File: src/rtl/icache_dm.sv
// Direct-mapped, read-only instruction cache: 16 one-word frames, single outstanding miss.
// Hits return data combinationally in IDLE; misses go through a FETCH state until memory drops iwait.
module icache_dm (
    input  logic        CLK,
    input  logic        RST,
    input  logic        imemREN,
    input  logic [31:0] imemaddr,
    output logic        ihit,
    output logic [31:0] imemload,
    output logic        iREN,
    output logic [31:0] iaddr,
    input  logic        iwait,
    input  logic [31:0] iload,
    output logic [31:0] hit_count,
    output logic [31:0] miss_count,
    output logic        dbg_state_o
);

    // Handshake: in FETCH, iREN=1 and iaddr hold steady; the word on iload is
    // taken at the first rising edge where iwait=0, which also ends the fill.

    typedef enum logic {
        IDLE  = 1'b0,
        FETCH = 1'b1
    } state_e;

    localparam int FRAMES = 16;

    state_e      state_q, state_d;
    logic [29:0] miss_addr_q, miss_addr_d;
    logic [31:0] hit_count_q, hit_count_d;
    logic [31:0] miss_count_q, miss_count_d;

    logic [FRAMES-1:0] valid_q;
    logic [25:0]       tag_q  [FRAMES];
    logic [31:0]       data_q [FRAMES];

    logic [25:0] req_tag;
    logic [3:0]  req_idx;
    logic [3:0]  fill_idx;
    logic [25:0] fill_tag;
    logic        lookup_hit;
    logic        fill_en;
    logic        unused_offset;

    assign req_tag       = imemaddr[31:6];
    assign req_idx       = imemaddr[5:2];
    assign unused_offset = ^imemaddr[1:0];
    assign fill_tag      = miss_addr_q[29:4];
    assign fill_idx      = miss_addr_q[3:0];

    assign lookup_hit = valid_q[req_idx] && (tag_q[req_idx] == req_tag);

    always_comb begin
        state_d      = state_q;
        miss_addr_d  = miss_addr_q;
        hit_count_d  = hit_count_q;
        miss_count_d = miss_count_q;
        fill_en      = 1'b0;
        ihit         = 1'b0;
        iREN         = 1'b0;
        iaddr        = 32'h0;
        case (state_q)
            IDLE: begin
                if (imemREN) begin
                    if (lookup_hit) begin
                        ihit        = 1'b1;
                        hit_count_d = hit_count_q + 32'd1;
                    end else begin
                        miss_addr_d  = imemaddr[31:2];
                        miss_count_d = miss_count_q + 32'd1;
                        state_d      = FETCH;
                    end
                end
            end
            FETCH: begin
                // The latched miss is always completed, even if the request moved away.
                iREN  = 1'b1;
                iaddr = {miss_addr_q, 2'b00};
                if (!iwait) begin
                    fill_en = 1'b1;
                    state_d = IDLE;
                end
            end
            default: state_d = IDLE;
        endcase
    end

    assign imemload    = ihit ? data_q[req_idx] : 32'h0;
    assign hit_count   = hit_count_q;
    assign miss_count  = miss_count_q;
    assign dbg_state_o = state_q;

    always_ff @(posedge CLK or posedge RST) begin
        if (RST) begin
            state_q      <= IDLE;
            miss_addr_q  <= 30'h0;
            hit_count_q  <= 32'h0;
            miss_count_q <= 32'h0;
            valid_q      <= '0;
        end else begin
            state_q      <= state_d;
            miss_addr_q  <= miss_addr_d;
            hit_count_q  <= hit_count_d;
            miss_count_q <= miss_count_d;
            if (fill_en) begin
                valid_q[fill_idx] <= 1'b1;
            end
        end
    end

    // Tag/data need no reset: they are never observed while the valid bit is clear.
    always_ff @(posedge CLK) begin
        if (fill_en) begin
            tag_q[fill_idx]  <= fill_tag;
            data_q[fill_idx] <= iload;
        end
    end

endmodule
File: config.mk
export PLATFORM = sky130hd
export DESIGN_NAME = icache_dm
export DESIGN_NICKNAME = d
export VERILOG_FILES = /design/src/rtl/icache_dm.sv
export SDC_FILE = /design/constraint.sdc
export NUM_CORES = 1
export LEC_CHECK = 0
export ABC_CLOCK_PERIOD_IN_PS = 12820
export CORE_MARGIN = 3
export CORE_UTILIZATION = 65
export DETAILED_ROUTE_END_ITERATION = 10
export HOLD_SLACK_MARGIN = 0.06
export PLACE_DENSITY_LB_ADDON = 0.2
export SLEW_MARGIN = 20
export SYNTH_ARGS = -nofsm -noshare
export SYNTH_HDL_FRONTEND = slang
export SYNTH_SLANG_ARGS = --single-unit
File: constraint.sdc
create_clock -name CLK -period 12.82 [get_ports CLK]
set_clock_uncertainty 0.05 [all_clocks]
set_input_delay 1.282 -clock CLK [delete_from_list [all_inputs] [get_ports CLK]]
set_output_delay 1.282 -clock CLK [all_outputs]
set_load 0.01 [all_outputs]
==> metrics.cfg <==
[setup_path]
path_cells=buf_4, buf_4, mux4_2, mux2i_1, xor2_1, mux2i_1, or4b_1, nor4_4, nand4_4, buf_4, nor2b_1, clkdlybuf4s50_1
critPathMostFrequentCell=buf_4
max_stage_delay_ns=0.85
critPathLaunchType=input port
end_kind=output port
rr_worst_depth=9
critPathArrivalTime_ns=6.72
slowest_stage=buf_4
rr_startpoint=tag_q[6][25]$_DFFE_PP_
cp_max_fo=58
critPathLaunch=imemaddr[3]
worstSetupPathType=input port to output port
required_ns=11.49

[global_route]
grt_pass1_wl_um=143000
grt_use_met1=0.406
groute.usage.overall=0.295
grt-ovfl-total=0
grt_pass1_vias=21600
busiest_layer=met2
grt_use_met3=0.0491
met2_usage=0.496
grt_max_degree=80
antenna_found_initial=4

[yosys]
synth_top_area_cell=edfxtp_1
ys_types=66
postSynthCellCount=1971
synth-edff-count=928
yosys_warnings=0
ys_async_sr_fraction=0.107
avgSynthCellArea_um2=20.8
synth_area_mm2=0.0411
synth_most_common_cell=edfxtp_1
netlist_top_cells_count=edfxtp_1, mux4_2, dfrtp_1
synth_seq_area_share=0.746
synth.top_cell.area_share=0.678
synth_flop_cell=edfxtp_1
ys_top_cells_by_area=edfxtp_1, mux4_2, dfrtp_1
yosys_register_bits=1039

[clocking]
cts.clk_slew.worst_paths_ns=0.06
cts_setup_buffers=0
insertion_delay_ns=0.67
cts_hold_buf=0
cts_tree=yes
cts_max_level=3
cts_resized=0
cts.sinks=1039
numCtsBuffers=100
clockRootBuffer=clkbuf_16
clock_path_buffers=3

[sta]
post-route-period-util=0.628
final_hold_viol_count=0
setup_viol=0
setup_ws_ns=4.77
min_period_ns=8.05
rsz0062_at_grt=no
slew_headroom=0.275
finalMaxSlewViolations=0
fmax_mhz=124
setup_tns_ns=0
worst_pin_slew_ns=1.09

[final_layout]
drive_gt1_frac=0.232
final_nets=2286
design_area_mm2=0.0473
area_growth_pct=15.0
layout.area.seq_mm2=0.0306
fillers=3377
multiInputGateArea_mm2=0.00999
stdcell_count=3137
post-route-util=0.760
antennaDiodeCount=0

[power]
powerDensity_mw_per_mm2=159
p_leak_nw=15.8
peakVddDrop_uv=135

[route]
antenna_left=0
wl_per_cell_um=30.5
drc=0
dr.pass1.iters=5
num_vias=20800
vias_per_cell=6.64
totalWireLength_um=95800
first_iter_violations=2282

[placement]
place_area_mm2=0.0440
gp_congestion=0.834
post-place-ws_ns=4.74
dp.cells=2950
portBuffers=194
dp_hpwl_um=49000

[die]
core_region_area_mm2=0.0622
pin_count=199
die_area_mm2=0.0663
start_util=0.661
die_h_um=257
fp-row-count=91
die_w_um=257

[hold_path]
hold_class=flip-flop to flip-flop
hp-start=miss_count[31]$_DFFE_PP0P_
whs_path_depth=1

[outcome]
status=finished, final reports clean

[flow_run]
cap_violations=0

-- path summary, 6_finish.rpt --
kind                                                    to  slack [ns]
worst max-delay path                           imemload[2]        4.77
worst min-delay path            miss_count[31]$_DFFE_PP0P_        0.42
worst max register to register   hit_count[23]$_DFFE_PP0P_        8.29
worst min register to register  miss_count[31]$_DFFE_PP0P_        0.42
max in group asynchronous            dbg_state_o$_DFF_PP0_       10.36
min in group asynchronous        hit_count[10]$_DFFE_PP0P_        1.12
-- flip-flops by register name (all words and copies together) (netlist names) --
register,cells
hit_count,32
data_q,512
miss_addr_q,30
tag_q,416
dbg_state_o,1
miss_count,32
valid_q,16
-- logic make-up (layout without fill, tap and decap cells) --
| group | after synthesis | count (layout) | share of synthesized area |
|---|---|---|---|
| buffers and inverters | 105 | 433 | 0.0140 |
| AO/OA/AOI/OAI | 52 | 52 | 0.0102 |
| flip-flops | 1039 | 1039 | 0.746 |
| multiplexers | 374 | 374 | 0.167 |
| other | 1 | 2 | 0.0000913 |
| adder cells (fa/ha/maj) | 2 | 2 | 0.000609 |
| AND/OR/NAND/NOR | 313 | 313 | 0.0447 |
| XOR/XNOR | 85 | 85 | 0.0181 |
-- routing by layer --
| layer | wire length, um | up-vias |
|---|---|---|
| met5 | 38 | - |
| met4 | 2700 | 6 |
| met3 | 7880 | 203 |
| met2 | 49700 | 1139 |
| met1 | 35500 | 10900 |
| li1 | - | 8517 |
-- critical path, delay by kind of cell --
kind                      cells  cell delay, ns
buffers and inverters         4            2.55
and+or+nand+nor               4            1.63
muxes                         3            0.98
xor gates and xnor gates      1            0.19
-- cell usage in the layout (no fill, tap or decap), drive strengths merged, types with 3 or more instances in the layout --
cell type	instances
buf	47
and2	35
nor4	11
mux2i	84
nor2b	42
nand2b	10
a221oi	7
nor4b	3
dfrtp	111
and3	10
and4	3
clkinvlp	3
nand4	22
clkdlybuf4s50	190
clkbuf	136
nor2	48
xor2	56
mux2	47
or3	3
a22oi	9
clkinv	39
edfxtp	928
a31oi	3
nand2	36
nor3	32
bufinv	7
a21oi	5
inv	11
xnor2	29
or2	19
a2bb2oi	3
nand3	26
o22ai	5
a22o	6
mux4	243
nor3b	4
-- layout make-up --
cell class                      count  share of cell area
Clock buffer                      136              0.0584
Sequential cell                  1039               0.648
Clock inverter                     50              0.0105
Timing Repair Buffer              237              0.0483
Tap cell                          837              0.0222
Inverter                           10            0.000874
Multi-Input combinational cell    828               0.211
-- report_power, final --
group | switching [mW] | internal (mW)
registers | 0.140 | 3.90
logic | 0.309 | 0.264
clock network | 1.25 | 1.66
-- through the flow --
stage	hold slack [ns]	power, mW
2_1_floorplan	0.384	4.40
3_3_place_gp	0.396	4.64
4_1_cts	0.419	7.56
6_report	0.416	7.52
5_1_grt	0.425	7.73
3_5_place_dp	0.401	4.67
(Power assumes the default switching activity.)
